$ cat src/rtl/apb_regbank_pkg.sv
// Shared types and helpers for the APB register bank slave.
package apb_regbank_pkg;

  // Upper bound on the number of RW or RO registers a decode result can carry.
  localparam int SEL_MAX = 64;

  typedef enum logic {
    ST_IDLE,
    ST_ACCESS
  } state_t;

  // Decode of one APB address: one-hot selects plus an error flag.
  // Bits above REGWN/REGRN are always zero.
  typedef struct packed {
    logic [SEL_MAX-1:0] rw_sel;
    logic [SEL_MAX-1:0] ro_sel;
    logic               err;
  } decode_t;

  // Wait counter width: enough bits to hold WAIT_STATES, never less than one.
  function automatic int cnt_width(input int wait_states);
    if (wait_states < 1) return 1;
    return $clog2(wait_states + 1);
  endfunction

endpackage

$ cat src/rtl/apb_regbank_dec.sv
// Combinational address decoder: PADDR/PWRITE to one-hot RW/RO selects and error.
module apb_regbank_dec
  import apb_regbank_pkg::*;
#(
  parameter int AWIDTH           = 4,
  parameter int REGWN            = 5,
  parameter int REGRN            = 3,
  parameter int REGR_ADDR_OFFSET = 5
) (
  input  logic [AWIDTH-1:0] paddr,
  input  logic              pwrite,
  output decode_t           dec
);

  int   addr;
  logic rw_hit;
  logic ro_hit;

  assign addr   = int'(paddr);
  assign rw_hit = (addr < REGWN);
  assign ro_hit = (addr >= REGR_ADDR_OFFSET) && (addr < REGR_ADDR_OFFSET + REGRN);

  // Build the one-hot selects; writes to the RO window and unmapped addresses are errors.
  always_comb begin
    // NOTE: the whole struct is defaulted first so no path leaves a bit unassigned (no latch).
    dec = '0;
    for (int i = 0; i < REGWN; i++) begin
      dec.rw_sel[i] = (addr == i);
    end
    for (int j = 0; j < REGRN; j++) begin
      dec.ro_sel[j] = ro_hit && !pwrite && (addr == REGR_ADDR_OFFSET + j);
    end
    dec.err = !(rw_hit || (ro_hit && !pwrite));
  end

endmodule

$ cat src/rtl/apb_regbank.sv
// APB slave register bank: RW registers, RO inputs, wait states and commit pulses.
module apb_regbank
  import apb_regbank_pkg::*;
#(
  parameter int                AWIDTH           = 4,
  parameter int                DWIDTH           = 8,
  parameter int                REGWN            = 5,
  parameter int                REGRN            = 3,
  parameter int                REGR_ADDR_OFFSET = 5,
  parameter int                WAIT_STATES      = 0,
  parameter logic [DWIDTH-1:0] RW_RESET         = '0
) (
  input  logic                    PCLK,
  input  logic                    PRESETn,
  input  logic                    PSEL,
  input  logic                    PENABLE,
  input  logic                    PWRITE,
  input  logic [AWIDTH-1:0]       PADDR,
  input  logic [DWIDTH-1:0]       PWDATA,
  output logic [DWIDTH-1:0]       PRDATA,
  output logic                    PREADY,
  output logic                    PSLVERR,
  output logic [REGWN*DWIDTH-1:0] regw_q,
  input  logic [REGRN*DWIDTH-1:0] regr_d,
  output logic [REGWN-1:0]        wr_pulse,
  output logic [REGRN-1:0]        rd_pulse
);

  localparam int CW = cnt_width(WAIT_STATES);

  state_t            state_q, state_d;
  logic [CW-1:0]     cnt_q, cnt_d;
  logic              load;
  logic              complete;
  logic              pwrite_q;
  logic [DWIDTH-1:0] pwdata_q;
  logic [DWIDTH-1:0] rdata_q;
  logic [DWIDTH-1:0] rd_mux;
  decode_t           dec;
  decode_t           dec_q;
  decode_t           dec_q_unused;
  logic [DWIDTH-1:0] regw [REGWN];

  // Only the low REGWN/REGRN select bits are consumed; the rest are constant zero.
  assign dec_q_unused = dec_q;

  apb_regbank_dec #(
    .AWIDTH           (AWIDTH),
    .REGWN            (REGWN),
    .REGRN            (REGRN),
    .REGR_ADDR_OFFSET (REGR_ADDR_OFFSET)
  ) u_dec (
    .paddr  (PADDR),
    .pwrite (PWRITE),
    .dec    (dec)
  );

  // Select the read value for the address presented in the setup phase.
  always_comb begin
    rd_mux = '0;
    for (int i = 0; i < REGWN; i++) begin
      if (dec.rw_sel[i]) rd_mux = rd_mux | regw[i];
    end
    for (int j = 0; j < REGRN; j++) begin
      if (dec.ro_sel[j]) rd_mux = rd_mux | regr_d[j*DWIDTH +: DWIDTH];
    end
  end

  assign PREADY   = (state_q == ST_ACCESS) && (cnt_q == '0);
  assign PSLVERR  = PREADY && dec_q.err;
  assign PRDATA   = (PREADY && !pwrite_q && !dec_q.err) ? rdata_q : '0;
  assign complete = PSEL && PENABLE && PREADY;

  // Next-state logic: setup detection, wait countdown, abort and completion.
  always_comb begin
    state_d = state_q;
    cnt_d   = cnt_q;
    load    = 1'b0;
    unique case (state_q)
      ST_IDLE: begin
        if (PSEL && !PENABLE) begin
          state_d = ST_ACCESS;
          cnt_d   = CW'(WAIT_STATES);
          load    = 1'b1;
        end
      end
      ST_ACCESS: begin
        if (!PSEL) begin
          state_d = ST_IDLE;
          cnt_d   = '0;
        end else if (!PENABLE) begin
          // A fresh setup while a transfer is pending restarts the transfer.
          cnt_d = CW'(WAIT_STATES);
          load  = 1'b1;
        end else if (cnt_q == '0) begin
          state_d = ST_IDLE;
        end else begin
          cnt_d = cnt_q - CW'(1);
        end
      end
      default: begin
        state_d = ST_IDLE;
        cnt_d   = '0;
      end
    endcase
  end

  // State register plus the transfer attributes captured at the setup edge.
  always_ff @(posedge PCLK or negedge PRESETn) begin
    if (!PRESETn) begin
      state_q  <= ST_IDLE;
      cnt_q    <= '0;
      pwrite_q <= 1'b0;
      pwdata_q <= '0;
      rdata_q  <= '0;
      dec_q    <= '0;
    end else begin
      // NOTE: non-blocking assignments keep every flop sampling pre-edge values.
      state_q <= state_d;
      cnt_q   <= cnt_d;
      if (load) begin
        pwrite_q <= PWRITE;
        pwdata_q <= PWDATA;
        dec_q    <= dec;
        rdata_q  <= rd_mux;
      end
    end
  end

  // Commit successful transfers and raise the matching one-cycle pulse.
  always_ff @(posedge PCLK or negedge PRESETn) begin
    if (!PRESETn) begin
      // NOTE: the register array is a bank of flops, so every entry is reset explicitly.
      for (int i = 0; i < REGWN; i++) regw[i] <= RW_RESET;
      wr_pulse <= '0;
      rd_pulse <= '0;
    end else begin
      wr_pulse <= '0;
      rd_pulse <= '0;
      if (complete && !dec_q.err) begin
        if (pwrite_q) begin
          wr_pulse <= dec_q.rw_sel[REGWN-1:0];
          for (int i = 0; i < REGWN; i++) begin
            if (dec_q.rw_sel[i]) regw[i] <= pwdata_q;
          end
        end else begin
          rd_pulse <= dec_q.ro_sel[REGRN-1:0];
        end
      end
    end
  end

  // Flatten the register array onto the packed output bus.
  always_comb begin
    regw_q = '0;
    for (int i = 0; i < REGWN; i++) begin
      regw_q[i*DWIDTH +: DWIDTH] = regw[i];
    end
  end

endmodule

$ cat config.mk
export PLATFORM = sky130hd
export DESIGN_NAME = apb_regbank
export DESIGN_NICKNAME = d
export VERILOG_FILES = /design/src/rtl/apb_regbank_pkg.sv /design/src/rtl/apb_regbank_dec.sv /design/src/rtl/apb_regbank.sv
export SDC_FILE = /design/constraint.sdc
export NUM_CORES = 1
export LEC_CHECK = 0
export BUFFER_PORTS_ARGS = -buffer_cell sky130_fd_sc_hd__buf_4
export CORE_UTILIZATION = 51
export CTS_BUF_LIST = sky130_fd_sc_hd__clkbuf_4 sky130_fd_sc_hd__clkbuf_8
export DETAILED_ROUTE_END_ITERATION = 16
export GPL_TIMING_DRIVEN = 0
export PLACE_DENSITY = 0.83
export SLEW_MARGIN = 20
export SYNTH_ARGS = -nofsm -noshare
export SYNTH_HDL_FRONTEND = slang
export SYNTH_HIERARCHICAL = 1
export SYNTH_SLANG_ARGS = --single-unit
$ cat constraint.sdc
create_clock -name PCLK -period 1.9 [get_ports PCLK]
set_clock_uncertainty 0.05 [all_clocks]
set_input_delay 0.285 -clock PCLK [delete_from_list [all_inputs] [get_ports PCLK]]
set_output_delay 0.285 -clock PCLK [all_outputs]
set_load 0.05 [all_outputs]
==> results of run 1 <==
[per-stage QoR]
stage	cell area, µm²	setup TNS [ps]
6_report	4380	0
3_5_place_dp	4110	-2550
4_1_cts	4370	0
2_1_floorplan	3280	0
5_1_grt	4380	0
3_3_place_gp	4110	-2090
[power groups by stage]
stage	Clock [µW]	Sequential (µW)	Combinational (µW)
6_report	1420	1760	446
4_1_cts	1430	1750	449
3_5_place_dp	0	1780	443
2_1_floorplan	0	1870	138
3_3_place_gp	0	1780	436
5_1_grt	1500	1770	475
[layout make-up]
class / count / share of cell area, %
multi-input combinational: 142 / 29.9
clock inverter: 4 / 1.66
sequential: 75 / 42.8
clock buffer: 12 / 3.62
inverter: 8 / 0.685
tap: 75 / 2.14
timing repair buffer: 100 / 17.5
buffer: 15 / 1.74
[how the worst max path moves through the flow]
| stage | end | slack [ps] | cells after the start |
|---|---|---|---|
| 2_1_floorplan | PRDATA[0] | 110 | 2 |
| 3_3_place_gp | PRDATA[2] | -200 | 3 |
| 3_5_place_dp | PRDATA[2] | -220 | 3 |
| 4_1_cts | PRDATA[2] | 50 | 4 |
| 5_1_grt | PRDATA[1] | 6 | 4 |
| 6_report | PRDATA[6] | 60 | 4 |
[timing repair]
action | in CTS | in global routing
buffers inserted | 2 | 0
endpoints found under the setup margin | 8 | 8
resized for setup | 2 | 5
pin swaps | 1 | 0
[worst max-delay path: stages (launching register included)]
cell and delay [ps]:
dfrtp_2 440, nor3b_4 220, buf_4 170, and2_2 130, buf_4 190
[layer usage]
layer	wire length (µm)	vias up	track usage [%]
li1	-	1113	-
met1	3580	1260	34.7
met2	4250	105	45.0
met3	680	8	7.22
met4	62	0	12.8
met5	0	-	0
[flip-flops by register name, indices dropped and copies added, names as in the netlist]
| name | count |
|---|---|
| state_q | 1 |
| wr_pulse | 5 |
| regw_q | 40 |
| pwdata_q | 8 |
| rd_pulse | 3 |
| pwrite_q | 1 |
| dec_q | 9 |
| rdata_q | 8 |
==> metrics, run 1 <==
CTS H-tree lvls=3; post-synth net total=approximately 280; drt via density=between 5 and 6; Fin Hold WS=between 6 and 7 ps; Ys Warns=6; Die ar.=between 6000 and 7000 µm²; Pre-antenna DRT Iters=5; MaxCap Viol Count=0; internal power=2690 µW; Layout Nets=between 300 and 400; crit path max fanout=4; WL per Instance=between 15 and 20 µm; register share of total power=48.5%; ant diodes=0; most frequent cells in the layout=96 x buf_4, 74 x dfrtp_1, 50 x mux2_2, 32 x a22oi_1, 11 x clkbuf_8; core area=around 6000 µm²; Die Span Y=82.1 µm; final hold violations=0; CP Launch Type=flip-flop; period utilization=between 90% and 100%; Peak Freq=around 0.54 GHz; commonest non-fill, non-tap cell in the layout=buf_4; Clock power frac=between 30% and 40%; Syn Area/Cell=about 14 µm²; initial core utilization=between 50% and 60%; Clock Tree Buf Depth=2; setup slack, reg-to-reg=280 ps; worst r2r src=pwrite_q$_DFFE_PN0P_; antenna-violating nets left=0; first-pass GRT wire length=approximately 13 mm; Critical Path Source=dec_q[0]$_DFFE_PN0P_; Sw Pwr=938 µW; Sequential Area=around 1900 µm²; Hold WC Path Type=primary input to asynchronous set/reset pin; vias=roughly 2500; CTS Hold Bufs=0; Worst R2R Path Depth=5; pwr/cell area=just over 800 nW/µm²; multi-input combinational cell area=~1300 µm²; critical path data arrival time=around 1500 ps; count of input and output buffers=98; slew of the pin with the lowest slew margin=around 910 ps; Final Power=3620 µW; Total GRT Usage=27.8%; status=finished, final reports clean; reg-to-reg endpoint=regw_q[18]$_DFFE_PN0P_; drt first-iter violations=between 100 and 150; number of global-route vias before repair=roughly 2500; CTS tree=built; ratio of cells with drive above 1 in the final layout=a little over half; largest net degree at the start of global routing=76; synthesized area=3270 µm²; RePlAce Congestion=0.795; RSZ-0062 raised after global routing=no; I/O pin count=99; gr ovfl total=0; non-filler cells, final=between 400 and 500; Pins Over Slew Limit=0; placed cells=slightly above 400; Setup WS post-layout=around 63 ps; TritonCTS Buffers=9; Final Setup Violations=0; crit path kind=flip-flop to output pin; Mapped Cells=between 200 and 250; Root Buffer=clkbuf_8; post-layout minimum cycle time=1840 ps; relative slew slack=slightly below 40%; Routed WL=~8.6 mm; area delta synth->final=34.0%; sw frac=between 20% and 30%; initial antenna violation count=0; Peak supply drop=0.613 mV; TritonCTS Sinks=75; Die Width=a little over 80 µm; Crit path required time=roughly 1600 ps; P_leak=~0.0023 µW; post-detail-place hpwl=5.66 mm; worst-skew pair later-pin latency=350 ps; FP Rows=28; Setup Slack @ Placement=-216 ps; CP endpoint kind=output pin; DRC Markers=0; Comb pwr share=12.3%; Finished Core Util=slightly above 70%; Worst-path clk slew=80 ps; fill cell count=between 400 and 500
Power figures use the tool's default switching activity.
==> run 2: changes to the inputs <==
--- a/config.mk
+++ b/config.mk
@@ -6,11 +6,13 @@
 export NUM_CORES = 1
 export LEC_CHECK = 0
 export BUFFER_PORTS_ARGS = -buffer_cell sky130_fd_sc_hd__buf_4
+export CAP_MARGIN = 20
 export CORE_UTILIZATION = 51
 export CTS_BUF_LIST = sky130_fd_sc_hd__clkbuf_4 sky130_fd_sc_hd__clkbuf_8
 export DETAILED_ROUTE_END_ITERATION = 16
 export GPL_TIMING_DRIVEN = 0
 export PLACE_DENSITY = 0.83
+export SETUP_SLACK_MARGIN = 0.15
 export SLEW_MARGIN = 20
 export SYNTH_ARGS = -nofsm -noshare
 export SYNTH_HDL_FRONTEND = slang
==> run 2 against run 1 <==
  * Via count grew 1.5%
  * Critical path depth is the same
  * Clock-buffer cell count grew 2
  * Sequential power is essentially flat
  * Final cell count is the same
==> metrics, run 2 (same netlist as run 1, synthesis figures left out) <==
P_leak=0.00227 µW (+0.60%); Worst-path clk slew=70 ps (about the same); area delta synth->final=35.0%; Final Power=3470 µW (-4.2%); drt first-iter violations=203 (+60%); Peak supply drop=0.645 mV (+5.3%); post-layout minimum cycle time=1760 ps (-74.7 ps); Worst R2R Path Depth=5 (unchanged); RePlAce Congestion=0.763 (-4.0%); Die Width=82.1 µm (unchanged); TritonCTS Sinks=75 (unchanged); most frequent cells in the layout=92 x buf_4, 74 x dfrtp_1, 50 x mux2_2, 32 x a22oi_1, 10 x clkbuf_8; pwr/cell area=786 nW/µm² (-4.9%); vias=2523 (+1.5%); Critical Path Source=dec_q[0]$_DFFE_PN0P_; Hold WC Path Type=primary input to asynchronous set/reset pin; worst-skew pair later-pin latency=340 ps (about the same); Final Setup Violations=0 (unchanged); I/O pin count=99 (unchanged); final hold violations=0 (unchanged); Largest register FFs=40 (unchanged); initial core utilization=54.0% (unchanged); gr ovfl total=0 (unchanged); Peak Freq=0.567 GHz (+4.2%); WL per Instance=20.7 µm (+4.2%); CP endpoint kind=output pin; critical path data arrival time=1430 ps (-70 ps); fill cell count=424 (-6.6%); MaxCap Viol Count=0 (unchanged); multi-input combinational cell area=1320 µm² (+0.86%); Layout Nets=392 (unchanged); Root Buffer=clkbuf_8; status=finished, final reports clean; Die ar.=6740 µm² (unchanged); worst r2r src=dec_q[0]$_DFFE_PN0P_; slew of the pin with the lowest slew margin=942 ps (+28.3 ps); CP Launch Type=flip-flop; setup slack, reg-to-reg=170 ps (-110 ps); Setup WS post-layout=138 ps (+74.7 ps); Crit path required time=1560 ps (about the same); drt via density=5.85 (+1.5%); largest net degree at the start of global routing=76 (unchanged); Setup Slack @ Placement=-183 ps (+32.4 ps); CTS tree=built; ratio of cells with drive above 1 in the final layout=55.6% (+0.84 points); post-detail-place hpwl=5.88 mm (+3.9%); RSZ-0062 raised after global routing=yes; first-pass GRT wire length=13.1 mm (+1.5%); ant diodes=0 (unchanged); Total GRT Usage=28.0% (+0.21 points); Pre-antenna DRT Iters=4 (-1); relative slew slack=37.2% (-1.9 points); crit path kind=flip-flop to output pin; initial antenna violation count=0 (unchanged); commonest non-fill, non-tap cell in the layout=buf_4; FP Rows=28 (unchanged); core area=6060 µm² (unchanged); antenna-violating nets left=0 (unchanged); TritonCTS Buffers=9 (unchanged); Setup crit end=PRDATA[5]; crit path max fanout=8 (+4); CTS H-tree lvls=3 (unchanged); reg-to-reg endpoint=regw_q[6]$_DFFE_PN0P_; Sequential Area=1880 µm² (unchanged); Routed WL=8.94 mm (+4.2%); Die Span Y=82.1 µm (unchanged); Fin Setup TNS=0 ps (unchanged); period utilization=92.8% (-3.9 points); DRC Markers=0 (unchanged); number of global-route vias before repair=2535 (+1.9%); Clock Tree Buf Depth=2 (unchanged); count of input and output buffers=98 (unchanged); Pins Over Slew Limit=0 (unchanged)
[run 2: cell count changes in the layout (fill, tap and decap cells not counted), moves of 2 or more]
| cell | delta |
|---|---|
| buf_4 | -4 |
| clkbuf_2 | +3 |
| buf_8 | +6 |
| clkbuf_4 | +3 |
| and2_4 | +3 |
| and2_2 | -3 |
| buf_1 | -2 |
[run 2: final cells by class]
type	count	area share (%)
timing repair buffer	100	18.2
buffer	15	1.96
clock buffer	14	3.80
sequential	75	42.5
multi-input combinational	142	29.9
tap	75	2.13
clock inverter	2	0.794
inverter	8	0.680
[run 2: worst min path at each step]
stage / startpoint / end / slack [ps] / depth (start not counted)
after floorplan: PRESETn / dec_q[0]$_DFFE_PN0P_ / -60 / 0
after global placement: rdata_q[0]$_DFFE_PN0P_ / rdata_q[0]$_DFFE_PN0P_ / 400 / 1
after detailed placement: rdata_q[5]$_DFFE_PN0P_ / rdata_q[5]$_DFFE_PN0P_ / 410 / 1
after CTS: PRESETn / rd_pulse[0]$_DFF_PN0_ / 70 / 1
after global routing: PRESETn / regw_q[23]$_DFFE_PN0P_ / 100 / 1
final: PRESETn / rd_pulse[1]$_DFF_PN0_ / 6 / 1
[run 2: power breakdown]
| part | internal, µW | total (µW) | leakage, µW | switching [µW] |
|---|---|---|---|---|
| logic | 194 | 459 | 0.00114 | 265 |
| clock network | 701 | 1250 | 0.000108 | 550 |
| registers | 1670 | 1760 | 0.00102 | 86.3 |
[run 2: repair_timing]
item	4_1_cts	5_1_grt
setup endpoints to repair	8	41
pin swaps	1	2
hold buffers	0	0
gates resized for setup	13	14
setup buffers	2	0
hold endpoints to repair	0	0
[run 2: worst max-delay path, stage by stage, from the launching register on]
cell and delay [ps]:
dfrtp_1 410, nor3b_4 210, buf_6 160, and2_2 160, buf_6 150
[run 2: per-layer routing]
layer / GRT usage, % / share of wire, % / up-vias
li1: - / - / 1109
met1: 37.2 / 41 / 1284
met2: 43.6 / 49 / 109
met3: 4.00 / 6.8 / 21
met4: 16.3 / 2.8 / 0
met5: 0 / 0 / -
[run 2: metrics by stage]
step,utilization [%],hold WS (ps),cells,instance area (µm²)
global route,72.8,104,431,4410
floorplan,-,-60.6,240,3280
CTS,72.3,66.9,431,4380
global placement,67.8,400,413,4110
detailed placement,67.8,407,413,4110
finish,72.8,6.42,431,4410
